### src/rtl/membus_loader_pkg.sv
// Shared types and byte constants for the MemBus loader.
package membus_loader_pkg;

    typedef enum logic [3:0] {
        S_IDLE,
        S_ADDR,
        S_LEN,
        S_WDATA,
        S_WREQ,
        S_WWAIT,
        S_RREQ,
        S_RWAIT,
        S_RSEND,
        S_STATUS
    } loader_state_e;

    localparam logic [7:0] CMD_WRITE = 8'h57;
    localparam logic [7:0] CMD_READ  = 8'h52;
    localparam logic [7:0] ST_ACK    = 8'h06;
    localparam logic [7:0] ST_NAK    = 8'h15;

    function automatic logic [7:0] status_byte(input logic err);
        return err ? ST_NAK : ST_ACK;
    endfunction

endpackage

### src/rtl/loader_shift32.sv
// Little-endian byte shifter: bytes enter at the top and leave from the bottom,
// so four shifts assemble a LE word and repeated shifts walk a word out LSB first.
module loader_shift32 #(
    parameter int W = 32
) (
    input  logic         clk,
    input  logic         reset,
    input  logic         load,
    input  logic [W-1:0] load_word,
    input  logic         shift,
    input  logic [7:0]   byte_in,
    output logic [W-1:0] shifted
);

    logic [W-1:0] word;

    generate
        if (W == 8) begin : g_narrow
            assign shifted = byte_in;
        end else begin : g_wide
            assign shifted = {byte_in, word[W-1:8]};
        end
    endgenerate

    always_ff @(posedge clk) begin
        if (reset) begin
            word <= '0;
        end else if (load) begin
            word <= load_word;
        end else if (shift) begin
            word <= shifted;
        end
    end

endmodule

### src/rtl/membus_loader.sv
// Byte-stream driven MemBus initiator: block write/read commands from the host,
// read data and a status byte returned on the output stream.
//
// state    | meaning
// ---------+-----------------------------------------------------------
// IDLE     | waiting for a command byte
// ADDR     | collecting 4 LE address bytes
// LEN      | collecting 4 LE word-count bytes
// WDATA    | collecting DATA_BYTES LE bytes of one write word
// WREQ     | write request held until req_ready
// WWAIT    | waiting for write response or timeout
// RREQ     | read request held until req_ready
// RWAIT    | waiting for read response or timeout
// RSEND    | streaming the latched read word out LSB first
// STATUS   | presenting ACK/NAK until out_ready
module membus_loader
    import membus_loader_pkg::*;
#(
    parameter int ADDR_WIDTH     = 32,
    parameter int DATA_WIDTH     = 32,
    parameter int TIMEOUT_CYCLES = 1024
) (
    input  logic                  clk,
    input  logic                  reset,
    input  logic                  in_valid,
    input  logic [7:0]            in_data,
    output logic                  in_ready,
    output logic                  out_valid,
    output logic [7:0]            out_data,
    input  logic                  out_ready,
    input  logic                  req_ready,
    output logic                  req_valid,
    output logic [ADDR_WIDTH-1:0] req_addr,
    output logic                  req_wen,
    output logic [DATA_WIDTH-1:0] req_wdata,
    input  logic                  resp_valid,
    input  logic [ADDR_WIDTH-1:0] resp_addr,
    input  logic                  resp_error,
    input  logic [DATA_WIDTH-1:0] resp_rdata,
    output logic                  busy
);

    localparam int DATA_BYTES = DATA_WIDTH / 8;
    localparam int BC_W       = $clog2(DATA_BYTES + 4);
    localparam int TW         = $clog2(TIMEOUT_CYCLES + 1);

    loader_state_e         state;
    logic                  cmd_write;
    logic [BC_W-1:0]       byte_cnt;
    logic [31:0]           remaining;
    logic [ADDR_WIDTH-1:0] addr_q;
    logic                  err;
    logic [TW-1:0]         tmo;

    logic                  in_fire, out_fire, req_fire, wait_done, err_next;
    logic [31:0]           rem_dec;
    logic [ADDR_WIDTH-1:0] addr_inc;
    logic [31:0]           a_shifted;
    logic [DATA_WIDTH-1:0] d_shifted, d_load_word;
    logic                  a_shift, d_load, d_shift;
    logic [7:0]            d_byte_in;
    logic                  unused_resp_addr;

    assign unused_resp_addr = ^resp_addr;

    assign in_ready  = (state == S_IDLE) || (state == S_ADDR) || (state == S_LEN) || (state == S_WDATA);
    assign busy      = (state != S_IDLE);
    assign in_fire   = in_valid && in_ready;
    assign out_fire  = out_valid && out_ready;
    assign req_fire  = req_valid && req_ready;
    // A response on the terminal-count cycle wins over the timeout.
    assign wait_done = resp_valid || (tmo == '0);
    assign err_next  = err || (resp_valid ? resp_error : 1'b1);
    assign rem_dec   = remaining - 32'd1;
    assign addr_inc  = addr_q + ADDR_WIDTH'(DATA_BYTES);

    assign a_shift     = in_fire && ((state == S_ADDR) || (state == S_LEN));
    assign d_load      = (state == S_RWAIT) && wait_done;
    assign d_load_word = resp_valid ? resp_rdata : '0;
    assign d_shift     = (in_fire && (state == S_WDATA)) || (out_fire && (state == S_RSEND));
    assign d_byte_in   = (state == S_WDATA) ? in_data : 8'h00;

    loader_shift32 #(.W(32)) u_hdr (
        .clk       (clk),
        .reset     (reset),
        .load      (1'b0),
        .load_word (32'h0),
        .shift     (a_shift),
        .byte_in   (in_data),
        .shifted   (a_shifted)
    );

    loader_shift32 #(.W(DATA_WIDTH)) u_data (
        .clk       (clk),
        .reset     (reset),
        .load      (d_load),
        .load_word (d_load_word),
        .shift     (d_shift),
        .byte_in   (d_byte_in),
        .shifted   (d_shifted)
    );

    always_ff @(posedge clk) begin
        if (reset) begin
            state     <= S_IDLE;
            cmd_write <= 1'b0;
            byte_cnt  <= '0;
            remaining <= '0;
            addr_q    <= '0;
            err       <= 1'b0;
            tmo       <= '0;
            out_valid <= 1'b0;
            out_data  <= 8'h00;
            req_valid <= 1'b0;
            req_addr  <= '0;
            req_wen   <= 1'b0;
            req_wdata <= '0;
        end else begin
            case (state)
                S_IDLE: if (in_fire) begin
                    byte_cnt <= '0;
                    if (in_data == CMD_WRITE || in_data == CMD_READ) begin
                        cmd_write <= (in_data == CMD_WRITE);
                        state     <= S_ADDR;
                    end else begin
                        out_data  <= ST_NAK;
                        out_valid <= 1'b1;
                        state     <= S_STATUS;
                    end
                end
                S_ADDR: if (in_fire) begin
                    if (byte_cnt == BC_W'(3)) begin
                        addr_q   <= ADDR_WIDTH'(a_shifted);
                        byte_cnt <= '0;
                        state    <= S_LEN;
                    end else begin
                        byte_cnt <= byte_cnt + 1'b1;
                    end
                end
                S_LEN: if (in_fire) begin
                    if (byte_cnt == BC_W'(3)) begin
                        byte_cnt  <= '0;
                        remaining <= a_shifted;
                        if (a_shifted == 32'd0) begin
                            out_data  <= status_byte(err);
                            out_valid <= 1'b1;
                            state     <= S_STATUS;
                        end else if (cmd_write) begin
                            state <= S_WDATA;
                        end else begin
                            req_valid <= 1'b1;
                            req_wen   <= 1'b0;
                            req_addr  <= addr_q;
                            state     <= S_RREQ;
                        end
                    end else begin
                        byte_cnt <= byte_cnt + 1'b1;
                    end
                end
                S_WDATA: if (in_fire) begin
                    if (byte_cnt == BC_W'(DATA_BYTES - 1)) begin
                        byte_cnt  <= '0;
                        req_valid <= 1'b1;
                        req_wen   <= 1'b1;
                        req_addr  <= addr_q;
                        req_wdata <= d_shifted;
                        state     <= S_WREQ;
                    end else begin
                        byte_cnt <= byte_cnt + 1'b1;
                    end
                end
                S_WREQ, S_RREQ: if (req_fire) begin
                    req_valid <= 1'b0;
                    tmo       <= TW'(TIMEOUT_CYCLES - 1);
                    state     <= (state == S_WREQ) ? S_WWAIT : S_RWAIT;
                end
                S_WWAIT: begin
                    if (wait_done) begin
                        err       <= err_next;
                        addr_q    <= addr_inc;
                        remaining <= rem_dec;
                        if (rem_dec != 32'd0) begin
                            state <= S_WDATA;
                        end else begin
                            out_data  <= status_byte(err_next);
                            out_valid <= 1'b1;
                            state     <= S_STATUS;
                        end
                    end else begin
                        tmo <= tmo - 1'b1;
                    end
                end
                S_RWAIT: begin
                    if (wait_done) begin
                        err       <= err_next;
                        addr_q    <= addr_inc;
                        remaining <= rem_dec;
                        byte_cnt  <= '0;
                        out_data  <= resp_valid ? resp_rdata[7:0] : 8'h00;
                        out_valid <= 1'b1;
                        state     <= S_RSEND;
                    end else begin
                        tmo <= tmo - 1'b1;
                    end
                end
                S_RSEND: if (out_fire) begin
                    if (byte_cnt == BC_W'(DATA_BYTES - 1)) begin
                        byte_cnt <= '0;
                        if (remaining != 32'd0) begin
                            out_valid <= 1'b0;
                            req_valid <= 1'b1;
                            req_wen   <= 1'b0;
                            req_addr  <= addr_q;
                            state     <= S_RREQ;
                        end else begin
                            out_data <= status_byte(err);
                            state    <= S_STATUS;
                        end
                    end else begin
                        out_data <= d_shifted[7:0];
                        byte_cnt <= byte_cnt + 1'b1;
                    end
                end
                S_STATUS: if (out_fire) begin
                    out_valid <= 1'b0;
                    err       <= 1'b0;
                    state     <= S_IDLE;
                end
                default: state <= S_IDLE;
            endcase
        end
    end

endmodule

### config.mk
export PLATFORM = sky130hd
export DESIGN_NAME = membus_loader
export DESIGN_NICKNAME = d
export VERILOG_FILES = /design/src/rtl/membus_loader_pkg.sv /design/src/rtl/loader_shift32.sv /design/src/rtl/membus_loader.sv
export SDC_FILE = /design/constraint.sdc
export NUM_CORES = 1
export LEC_CHECK = 0
export BUFFER_PORTS_ARGS = -buffer_cell sky130_fd_sc_hd__buf_4
export CAP_MARGIN = 20
export CORE_MARGIN = 2
export CORE_UTILIZATION = 55
export DETAILED_ROUTE_END_ITERATION = 16
export GPL_TIMING_DRIVEN = 1
export PLACE_DENSITY = 0.8
export SLEW_MARGIN = 20
export SYNTH_ARGS = -nofsm -noshare
export SYNTH_HDL_FRONTEND = slang
export SYNTH_SLANG_ARGS = --single-unit
### constraint.sdc
create_clock -name clk -period 3.2 [get_ports clk]
set_input_delay 0.48 -clock clk [delete_from_list [all_inputs] [get_ports clk]]
set_output_delay 0.48 -clock clk [all_outputs]
set_load 0.01 [all_outputs]
==> results of run 1 <==
==> critical path: cells and delay by family, from the launching register on <==
family | cells | cell delay [ns]
DFF | 1 | 0.38
AOI/OAI and AO/OA | 3 | 0.55
buffers and inverters | 1 | 0.25
and+or+nand+nor | 5 | 1.77
==> worst max-delay path by stage <==
| stage | depth (start not counted) | end | startpoint |
|---|---|---|---|
| global route | 9 | out_data[5]$_SDFFE_PP0P_ | remaining[13]$_SDFFE_PP0P_ |
| finish | 9 | out_data[6]$_SDFFE_PP0P_ | remaining[10]$_SDFFE_PP0P_ |
| global placement | 10 | out_data[5]$_SDFFE_PP0P_ | remaining[0]$_SDFFE_PP0P_ |
| floorplan | 13 | out_data[0]$_SDFFE_PP0P_ | remaining[0]$_SDFFE_PP0P_ |
| detailed placement | 9 | out_data[6]$_SDFFE_PP0P_ | remaining[0]$_SDFFE_PP0P_ |
| CTS | 9 | out_data[6]$_SDFFE_PP0P_ | remaining[0]$_SDFFE_PP0P_ |
==> cells in the final DEF, fill, tap and decap left out, types with 5 or more instances in the layout <==
cell       Yosys  layout
and4_1         6       6
or3_1          7       7
clkbuf_1      95       5
and3_1         9       9
a222oi_1       8       8
a22oi_1       33      33
nor3_1        47      46
a221oi_1       6       6
nand3_1       35      35
and2_1         9       8
o22ai_1        6       5
a31oi_1       16      16
ha_1           5       5
a21oi_1      196     195
xor2_1         7       7
a311oi_1       8       8
a211oi_1      24      24
inv_1         15      15
o31ai_1       17      17
nand2_1      275     274
dfxtp_1      207     207
o41ai_1        5       5
nor4_1        19      17
xnor2_1        9       9
or4_1          8       8
or2_2          7       7
clkbuf_16      0      23
buf_4          1     168
nand2b_1      10      10
o21ai_0       65      65
a21o_1         9       9
nor2_1       114     114
nand4_1       14      14
==> logic make-up (layout without fill, tap and decap cells) <==
kind of cell | Yosys count | count (layout) | synth area share (%)
adder cells (fa/ha/maj) | 5 | 5 | 0.618
AO/OA/AOI/OAI | 429 | 429 | 26.1
multiplexers | 2 | 2 | 0.198
buffers and inverters | 125 | 227 | 4.81
AND/OR/NAND/NOR | 580 | 580 | 25.9
flip-flops | 207 | 207 | 40.9
XOR/XNOR | 16 | 16 | 1.38
==> routing by layer <==
| layer | track usage [%] | wire (um) | part of all wire, % |
|---|---|---|---|
| met5 | 0 | 0 | 0 |
| met3 | 5.61 | 2750 | 9.0 |
| met1 | 42.5 | 13100 | 43 |
| met2 | 48.0 | 14000 | 46 |
| met4 | 8.58 | 691 | 2.3 |
==> state kept, by name, indices dropped and copies added, names as in the netlist <==
name	count
addr_q	32
remaining	32
req_addr	32
req_wdata	32
u_data.word	24
u_hdr.word	24
tmo	11
out_data	8
state	4
byte_cnt	3
cmd_write	1
err	1
out_valid	1
req_valid	1
req_wen	1
==> power breakdown <==
| group | switching, mW | total (mW) | internal [mW] |
|---|---|---|---|
| registers | 0.151 | 2.87 | 2.72 |
| clock network | 1.04 | 2.53 | 1.49 |
| logic | 1.14 | 1.83 | 0.688 |
==> cell type report <==
type,count,area share [%]
clock buffers,32,5.37
clock inverters,7,0.549
flip-flops and latches,207,34.3
repair buffers,172,11.0
multi-input cells,1032,45.9
inverters,16,0.497
well taps,229,2.37
==> stage by stage <==
stage          setup WS [ns]  instance area [um2]  power, mW
4_1_cts               0.0224                12100       7.21
2_1_floorplan          0.271                10100       4.10
3_5_place_dp          0.0508                11300       4.70
3_3_place_gp           0.118                11300       4.67
6_report               0.154                12100       7.23
5_1_grt              0.00748                12100       7.56
==> timing repair <==
item	in CTS	in global routing
resized for setup	0	7
setup endpoints to repair	0	9
hold buffers	0	0
==> impl_metrics.json, run 1 <==
{
  "num_antenna_cells": 0,
  "clk_pin_slew_ns": 0.06,
  "min_period_ns": 3.05,
  "synth_commonest_cells": "nand2_1 (275), dfxtp_1 (207), a21oi_1 (196)",
  "netlist_area_um2": 10100,
  "fin_skew_ns": 0.0117,
  "end_kind": "flop",
  "powerDensity_nw_per_um2": 598,
  "synthCells": 1364,
  "dp.cells": 1656,
  "hold_class": "in2reg",
  "path_class": "reg2reg",
  "antenna_found_initial": 0,
  "drcViolationCount": 0,
  "post-dp-hpwl_mm": 21.0,
  "tritoncts": "built",
  "crit_required_ns": 3.61,
  "final-setup-viol-count": 0,
  "synth_edf_count": 0,
  "root_buffer": "clkbuf_16",
  "rows": 49,
  "hold_path_depth": 3,
  "critPathSlowestCell": "nor4_1",
  "rsz0062_at_grt": "no",
  "layout-drive-gt1-share_pct": 16.1,
  "post_synth.cell_area_avg_um2": 7.42,
  "multi_input_area_um2": 5550,
  "yosysTopAreaCell": "dfxtp_1",
  "reg2regPathDepth": 9,
  "worstSetupStartpointType": "flop",
  "synth-main-ff-cell": "dfxtp_1",
  "grt_pass1_vias": 9700,
  "gr-total-overflow": 0,
  "fin_nets": 1535,
  "hold_violations": 0,
  "grt_start_max_net_pins": 79,
  "irDropWorstVdd_uv": 421,
  "drt_iter0_drc": 1009,
  "slew_headroom_pct": 28.1,
  "cp_max_fo": 8,
  "syn_nets": 1448,
  "clock_path_buffers": 3,
  "rrSetupSlack_ns": 0.15,
  "ys_ff_latch": 207,
  "slew_viol_final": 0,
  "synth_cell_types": 63,
  "cp.arrival_ns": 3.46,
  "die-area_um2": 19500,
  "synth.top_cell.area_share_pct": 40.9,
  "postCtsSetupBuffers": 0,
  "regArea_um2": 4140,
  "final.period_utilization_pct": 95.2,
  "finalNonFillerCells": 1695,
  "ys_seq_area_share_pct": 40.9,
  "drtPass1Iterations": 7,
  "p_leak_nw": 4.38,
  "grt_pass1_wl_mm": 49.7,
  "io_pins": 156,
  "synth_most_common_cell": "nand2_1",
  "core_um2": 18000,
  "worstHoldStart": "resp_rdata[17]",
  "num_vias": 10600,
  "ys_warn_count": 0,
  "fmax_mhz": 328,
  "avgRoutedWirePerCell_um": 18.1,
  "fin_util_pct": 67.0,
  "slowest_delay_ns": 0.56,
  "fin_tns_setup_ns": 0,
  "r2r_start": "remaining[10]$_SDFFE_PP0P_",
  "final_antenna_net_count": 0,
  "ys_async_sr_fraction_pct": 0,
  "grt.total_usage_pct": 30.3,
  "fillers": 1549,
  "hold_end": "u_data.word[17]$_SDFFE_PP0P_",
  "drv_cap": 0,
  "timing.hold.ws_ns": 0.219,
  "numCtsBuffers": 22,
  "r2r-end": "out_data[6]$_SDFFE_PP0P_",
  "start_util_pct": 56.2,
  "io_buffers": 123,
  "vias_per_cell": 6.26,
  "htreeDepth": 1,
  "wirelength_mm": 30.6,
  "path_cells": "nor4_1, nand4_1, buf_4, or4_1, and3_1, o211ai_1, o21ai_4, and2_1, a211oi_1",
  "worst_pin_slew_ns": 1.07,
  "status": "finished clean",
  "insertion_delay_ns": 0.51,
  "syn2layout_area_growth_pct": 19.4,
  "clock_sinks": 207,
  "synth.area.top_cells": "dfxtp_1 (41%), nand2_1 (10%), a21oi_1 (9.7%)",
  "globalplace.congestion": 0.984,
  "chipHeight_um": 140,
  "dieWidth_um": 140
}
Note: power is estimated with default switching activity, not from simulation.
==> run 2: changes to the inputs <==
--- a/config.mk
+++ b/config.mk
@@ -5,12 +5,14 @@
 export SDC_FILE = /design/constraint.sdc
 export NUM_CORES = 1
 export LEC_CHECK = 0
+export ABC_CLOCK_PERIOD_IN_PS = 3200
 export BUFFER_PORTS_ARGS = -buffer_cell sky130_fd_sc_hd__buf_4
 export CAP_MARGIN = 20
 export CORE_MARGIN = 2
 export CORE_UTILIZATION = 55
 export DETAILED_ROUTE_END_ITERATION = 16
 export GPL_TIMING_DRIVEN = 1
+export MAX_ROUTING_LAYER = met4
 export PLACE_DENSITY = 0.8
 export SLEW_MARGIN = 20
 export SYNTH_ARGS = -nofsm -noshare
==> run 2 against run 1 <==
Final area increased by 0.18%. Critical endpoint is now out_data[3]$_SDFFE_PP0P_. Clock power decreased by 2%. Sequential power about the same. Highest routed layer unchanged. Via count decreased by 0.99%. Clock skew decreased by 0.0012 ns. Count of clock-buffer cells in the layout increased by 1. Sequential share of layout area decreased by 0.060 points.
==> impl_metrics.json, run 2 (synthesized netlist as in run 1, its figures left out) <==
{
  "clkPwrFrac_pct": 34.4,
  "numCtsBuffers": 23,
  "rsz0062_at_grt": "no",
  "start_util_pct": 56.2,
  "post-dp-hpwl_mm": 20.9,
  "hold_class": "in2reg",
  "chipHeight_um": 140,
  "status": "finished clean",
  "min_period_ns": 3.02,
  "grt.total_usage_pct": 30.6,
  "slew_headroom_pct": 43.0,
  "final_antenna_net_count": 0,
  "worst_pin_slew_ns": 0.855,
  "htreeDepth": 1,
  "post_cts_resized": 0,
  "drcViolationCount": 0,
  "clk_pin_slew_ns": 0.06,
  "postCtsSetupBuffers": 0,
  "mostFrequentLayoutCell": "nand2_1",
  "clock_sinks": 207,
  "drtPass1Iterations": 9,
  "crit_required_ns": 3.61,
  "io_buffers": 123,
  "irDropWorstVdd_uv": 576,
  "fillers": 1558,
  "p_leak_nw": 4.40,
  "switching_share_pct": 32.4,
  "total_power_mw": 7.19,
  "rows": 49,
  "wirelength_mm": 30.4,
  "powerDensity_nw_per_um2": 594,
  "grt_pass1_vias": 9296,
  "worstSetupStartpointType": "flop",
  "fmax_mhz": 331,
  "num_vias": 10500,
  "fin_skew_ns": 0.0106,
  "slew_viol_final": 0,
  "dieWidth_um": 140,
  "layout-drive-gt1-share_pct": 16.2,
  "cp_max_fo": 8,
  "combPwrFrac_pct": 25.6,
  "path_class": "reg2reg",
  "antenna_found_initial": 0,
  "drt_iter0_drc": 886,
  "rrSetupSlack_ns": 0.18,
  "root_buffer": "clkbuf_16",
  "syn2layout_area_growth_pct": 19.6,
  "insertion_delay_ns": 0.50,
  "io_pins": 156,
  "postCtsHoldBufs": 0,
  "hold_violations": 0,
  "vias_per_cell": 6.20,
  "layout_common_cells": "nand2_1 (274), dfxtp_1 (207), a21oi_1 (196)",
  "p_sw_mw": 2.33,
  "num_antenna_cells": 0,
  "tritoncts": "built",
  "globalplace.congestion": 0.992,
  "die-area_um2": 19500,
  "drv_cap": 0,
  "cp.arrival_ns": 3.42,
  "avgRoutedWirePerCell_um": 17.9,
  "clock_path_buffers": 3,
  "end_kind": "flop",
  "final-setup-viol-count": 0,
  "gr-total-overflow": 0,
  "grt_start_max_net_pins": 88,
  "final.period_utilization_pct": 94.3,
  "p_int_mw": 4.86,
  "grt_pass1_wl_mm": 48.3,
  "core_um2": 18000,
  "fin_tns_setup_ns": 0,
  "pwr-share-seq_pct": 40.0,
  "fin_nets": 1535
}
run 2: changes by cell type in the layout (fill, tap and decap cells not counted), sizes merged:
| cell | before | now |
|---|---|---|
| inv | 15 | 16 |
| buf | 172 | 171 |
| bufinv | 1 | 0 |
| clkinvlp | 1 | 0 |
| clkinv | 6 | 8 |
| clkbuf | 32 | 33 |
run 2: worst paths after layout:
kind	startpoint	endpoint	depth (start not counted)
max	remaining[0]$_SDFFE_PP0P_	out_data[3]$_SDFFE_PP0P_	11
min	resp_rdata[23]	u_data.word[23]$_SDFFE_PP0P_	3
max reg2reg	remaining[0]$_SDFFE_PP0P_	out_data[3]$_SDFFE_PP0P_	11
min reg2reg	req_addr[17]$_SDFFE_PP0P_	req_addr[17]$_SDFFE_PP0P_	2
run 2: cell type report:
cell class / count / area (um2) / share of cell area (%)
clock inverter: 8 / 43.8 / 0.362
clock buffer: 33 / 663 / 5.48
sequential: 207 / 4140 / 34.2
timing repair buffer: 171 / 1350 / 11.2
multi-input combinational: 1032 / 5560 / 45.9
tap: 229 / 287 / 2.37
inverter: 16 / 60.1 / 0.496
run 2: power by group through the flow:
stage	Clock [mW]	Sequential (mW)	Combinational [mW]
global route	2.61	2.89	2.01
global placement	0	2.92	1.76
finish	2.48	2.88	1.84
floorplan	0	2.89	1.21
CTS	2.51	2.87	1.79
detailed placement	0	2.92	1.78
run 2: per-stage QoR:
| stage | utilization [%] | area (um2) | hold WS [ns] | instances | setup WS (ns) |
|---|---|---|---|---|---|
| after floorplan | - | 10100 | 0.432 | 1364 | 0.271 |
| after global placement | 63.0 | 11400 | 0.443 | 1655 | 0.118 |
| after detailed placement | 63.0 | 11400 | 0.447 | 1655 | 0.0751 |
| after CTS | 66.9 | 12100 | 0.218 | 1696 | 0.0347 |
| after global routing | 67.2 | 12100 | 0.243 | 1696 | 0.000279 |
| final | 67.2 | 12100 | 0.229 | 1696 | 0.182 |
run 2: worst max-delay path: stages, from the launching register on:
cell and delay (ns):
dfxtp_1 0.36, inv_1 0.12, ha_1 0.22, nor3b_2 0.24
nand4_1 0.27, buf_4 0.25, or4_1 0.48, and3_1 0.19
o211ai_1 0.19, o21ai_4 0.11, and2_1 0.24, a211oi_1 0.25
run 2: layer usage:
layer	share of wire [%]	track usage (%)	wire [um]	vias up
met1	44	41.8	13300	4943
li1	-	-	-	5058
met3	8.5	5.44	2570	75
met2	45	46.5	13700	434
met4	2.6	9.32	777	0
met5	0	-	0	-
